`src/rtl/camac_cycle_sequencer.sv`:
```
// camac_cycle_sequencer: one CAMAC dataway cycle (BUSY, S1, S2) per ISA I/O access.
// Ports: clk/reset (sync, active-high); sel (active-low select), ior_n/iow_n
// (async ISA strobes), a (sub-address), x/q (CAMAC responses); rdy (IOCHRDY),
// busy/s1/s2 (dataway timing), wr_lat/a_lat/x_lat/q_lat (latched cycle info),
// done (one-cycle end pulse).
module camac_cycle_sequencer #(
  parameter int unsigned T_SETUP = 4,
  parameter int unsigned T_S1    = 2,
  parameter int unsigned T_GAP   = 2,
  parameter int unsigned T_S2    = 2,
  parameter int unsigned T_HOLD  = 2
) (
  input  logic       clk,
  input  logic       reset,
  input  logic       sel,
  input  logic       ior_n,
  input  logic       iow_n,
  input  logic [1:0] a,
  input  logic       x,
  input  logic       q,
  output logic       rdy,
  output logic       busy,
  output logic       s1,
  output logic       s2,
  output logic       wr_lat,
  output logic [1:0] a_lat,
  output logic       x_lat,
  output logic       q_lat,
  output logic       done
);

  typedef enum logic [2:0] {
    IDLE, SETUP, STROBE1, GAP, STROBE2, HOLD, RELEASE
  } state_t;

  localparam logic [3:0] LD_SETUP = 4'(T_SETUP - 1);
  localparam logic [3:0] LD_S1    = 4'(T_S1 - 1);
  localparam logic [3:0] LD_GAP   = 4'(T_GAP - 1);
  localparam logic [3:0] LD_S2    = 4'(T_S2 - 1);
  localparam logic [3:0] LD_HOLD  = 4'(T_HOLD - 1);

  state_t     state, state_nxt;
  logic [3:0] cnt, cnt_nxt;
  logic       ior_m, ior_q, iow_m, iow_q;
  logic       accept, cap_xq, done_nxt, busy_nxt;

  always_comb begin
    state_nxt = state;
    cnt_nxt   = cnt;
    accept    = 1'b0;
    cap_xq    = 1'b0;
    done_nxt  = 1'b0;
    case (state)
      IDLE: begin
        // Exactly one strobe low; both low is a protocol error and is ignored.
        if (!sel && (ior_q ^ iow_q)) begin
          accept    = 1'b1;
          state_nxt = SETUP;
          cnt_nxt   = LD_SETUP;
        end
      end
      SETUP: begin
        if (cnt == 4'd0) begin
          state_nxt = STROBE1;
          cnt_nxt   = LD_S1;
        end else begin
          cnt_nxt = cnt - 4'd1;
        end
      end
      STROBE1: begin
        if (cnt == 4'd0) begin
          state_nxt = GAP;
          cnt_nxt   = LD_GAP;
          cap_xq    = 1'b1;
        end else begin
          cnt_nxt = cnt - 4'd1;
        end
      end
      GAP: begin
        if (cnt == 4'd0) begin
          state_nxt = STROBE2;
          cnt_nxt   = LD_S2;
        end else begin
          cnt_nxt = cnt - 4'd1;
        end
      end
      STROBE2: begin
        if (cnt == 4'd0) begin
          state_nxt = HOLD;
          cnt_nxt   = LD_HOLD;
        end else begin
          cnt_nxt = cnt - 4'd1;
        end
      end
      HOLD: begin
        if (cnt == 4'd0) begin
          state_nxt = RELEASE;
          done_nxt  = 1'b1;
        end else begin
          cnt_nxt = cnt - 4'd1;
        end
      end
      RELEASE: begin
        // Wait for the host to drop its strobe so one long strobe cannot
        // start a second cycle.
        if (ior_q && iow_q) begin
          state_nxt = IDLE;
        end
      end
      default: state_nxt = IDLE;
    endcase
    busy_nxt = state_nxt inside {SETUP, STROBE1, GAP, STROBE2, HOLD};
  end

  // Outputs are registered from the next-state decode so they change on the
  // same edge as the state without a combinational path to the pins.
  always_ff @(posedge clk) begin
    if (reset) begin
      state  <= IDLE;
      cnt    <= '0;
      ior_m  <= 1'b1;
      ior_q  <= 1'b1;
      iow_m  <= 1'b1;
      iow_q  <= 1'b1;
      rdy    <= 1'b1;
      busy   <= 1'b0;
      s1     <= 1'b0;
      s2     <= 1'b0;
      wr_lat <= 1'b0;
      a_lat  <= '0;
      x_lat  <= 1'b0;
      q_lat  <= 1'b0;
      done   <= 1'b0;
    end else begin
      ior_m <= ior_n;
      ior_q <= ior_m;
      iow_m <= iow_n;
      iow_q <= iow_m;
      state <= state_nxt;
      cnt   <= cnt_nxt;
      busy  <= busy_nxt;
      rdy   <= !busy_nxt;
      s1    <= (state_nxt == STROBE1);
      s2    <= (state_nxt == STROBE2);
      done  <= done_nxt;
      if (accept) begin
        wr_lat <= !iow_q;
        a_lat  <= a;
      end
      if (cap_xq) begin
        x_lat <= x;
        q_lat <= q;
      end
    end
  end

endmodule

```
`config.mk`:
```
export PLATFORM = sky130hd
export DESIGN_NAME = camac_cycle_sequencer
export DESIGN_NICKNAME = d
export VERILOG_FILES = /design/src/rtl/camac_cycle_sequencer.sv
export SDC_FILE = /design/constraint.sdc
export NUM_CORES = 1
export LEC_CHECK = 0
export BUFFER_PORTS_ARGS = -buffer_cell sky130_fd_sc_hd__buf_4
export CORE_MARGIN = 1
export CORE_UTILIZATION = 57
export DETAILED_ROUTE_END_ITERATION = 16
export GPL_ROUTABILITY_DRIVEN = 1
export GPL_TIMING_DRIVEN = 0
export PLACE_DENSITY = 0.87
export SKIP_CTS_REPAIR_TIMING = 1
export SLEW_MARGIN = 40
export SYNTH_ARGS = -nofsm -noshare
export SYNTH_HDL_FRONTEND = slang
export SYNTH_SLANG_ARGS = --single-unit
```
`constraint.sdc`:
```
create_clock -name clk -period 4.5 [get_ports clk]
set_input_delay 0.675 -clock clk [delete_from_list [all_inputs] [get_ports clk]]
set_output_delay 0.675 -clock clk [all_outputs]
set_load 0.05 [all_outputs]
```
==> metrics <==
1st-pass router iterations=4; Yosys warnings=0; global-route wire length before repair=3490 um; Async S/R FF share, synth=0%; relative slew slack=61.8%; Synth top area share=39.9%; CTS Buf Count=3; nets=144; crit path kind=reg2reg; class of the worst hold path=reg2reg; synthesized cell area=1050 um^2; RR Startpoint=cnt[0]; VDD IR max=0.000379 V; Main synth FF type=dfxtp_1; port bufs=18; GR Util All Layers=23.8%; area leader, netlist=dfxtp_1; Leak Pwr=0.517 nW; total grt overflow=0; Mapped Avg Cell Area=9.68 um^2; Netlist cell types=45; worst-skew pair later-pin latency=0.31 ns; most frequent cells in the layout=dfxtp_1, buf_4, nor2_1; worst-case reg-to-reg path depth=6; Worst setup EP type=flip-flop; vias in the first global route=836; diode count=0; core area=1730 um^2; Site Rows=15; Synth-to-Final Area Change=18.4%; critical hold path startpoint=ior_m; Post-route DRC=0; Initial Util=61.1%; FILL cells=153; Largest register FFs=4; Root Buffer=clkbuf_4; setup ws final=2.79 ns; DR WL/cell=13.4 um; DIE AREA=2030 um^2; CP startpoint kind=flip-flop; DP Worst Slack=2.66 ns; Largest Register=cnt; WHS Endpoint=ior_q; required time worst endpoint=4.73 ns; commonest non-fill, non-tap cell in the layout=dfxtp_1; Hold Fails Final Rpt=0; Final setup viols=0; share of layout cells above drive strength 1=32.8%; CP Max Fanout=8; Antenna Violating Nets Remaining=0; H-tree lvl count=1; RSZ-0062 raised after global routing=no; # IOs=19; fin. max-slew vios=0; r2r endpoint=cnt[0]; vias per cell=5.59; CTS tree=built; maximum root-to-sink buffer count=2; Iter 0 DRT Violations=31; die width=45.0 um; outcome=finished clean; Post-synth EDFFs=0; hold path depth=1; chip height=45.0 um; Max Fclk=585 MHz; initial antenna violation count=0; Worst Path Arrival=1.94 ns; largest net degree at the start of global routing=13; Placer Congestion=0.880; sequential fraction of the synthesis area=39.9%; Final min period=1.71 ns; Clk pin slew, worst setup/hold paths=0.13 ns; Layout Skew=0.0175 ns; Power Dens Cells=584 nW/um^2; final critical-path share of the clock period=38.0%; worst-margin pin slew=0.574 ns; Routed WL=2090 um; Detailed Place HPWL=1520 um; Seq cells post-synth=21; vias after detailed routing=872; Net Count, Synth=121; synth top area cells=dfxtp_1, mux2i_1, nor2_1; Top Registers=cnt (4), state (3), a_lat (2); max_cap viols=0; CTS sink cnt=21; Syn Inst Count=109; hold slack=0.422 ns; reg2reg setup slack=2.79 ns; Setup TNS=0 ns
cell usage after synthesis (2+ instances only):
cell / count
nor3_1: 3
nor2_1: 12
inv_1: 5
buf_2: 2
buf_6: 2
a311oi_1: 2
o21a_1: 2
ha_1: 3
nand4_1: 3
a21oi_1: 5
clkbuf_1: 3
or2_2: 4
nand2_1: 5
mux2i_1: 5
dfxtp_1: 21
a2111o_1: 2
nor3_2: 2
worst max-delay path: stages (launching register included):
cell and delay, ns:
dfxtp_1 0.37, inv_1 0.13, ha_1 0.21, nor3b_4 0.38, nor3_1 0.10, o21a_1 0.20
nor4_1 0.23
cells by family after synthesis:
group	synth area share, %
compound gates	18.5
xor+xnor	0.831
fa+ha+maj	3.56
buf+inv	7.00
flops	39.9
mux	4.75
simple gates	25.5
report_power, final:
group	internal (W)	switching, W	leakage, nW
Clock	0.0000331	0.0000587	0.0177
Sequential	0.000224	0.0000310	0.172
Combinational	0.000160	0.000221	0.328
metrics by stage:
stage	total power (W)	std cells	util [%]	instance area (um^2)
detailed placement	0.000640	152	70.7	1220
global placement	0.000625	152	70.7	1220
floorplan	0.000559	109	-	1050
finish	0.000729	156	72.3	1250
CTS	0.000728	156	72.3	1250
global route	0.000785	156	72.3	1250
routing by layer:
metal	global-route usage, %	wire length [um]	vias to the layer above
met2	38.8	1060	20
met4	12.7	27	0
met5	0	0	-
met1	30.3	946	417
li1	-	-	431
met3	3.20	55	4
how the worst max path moves through the flow:
stage                     cells past startpoint  slack [ns]        to    from
final                                         6        2.79    cnt[0]  cnt[0]
after CTS                                     6        2.79    cnt[0]  cnt[0]
after detailed placement                      6        2.66  a_lat[0]     sel
after global routing                          6        2.60    cnt[0]  cnt[0]
after global placement                        6        2.71  a_lat[0]     sel
after floorplan                               5        2.93  a_lat[0]     sel
cell type report:
type                       instances  area [um^2]  area share, %
multi-input combinational         74          561           44.9
sequential                        21          420           33.7
timing repair buffer              18          135           10.8
buffer                             8         51.3           4.11
tap                               25         31.3           2.51
clock buffer                       3         22.5           1.80
inverter                           6         22.5           1.80
clock inverter                     1         5.00          0.401
Power figures use the tool's default switching activity.
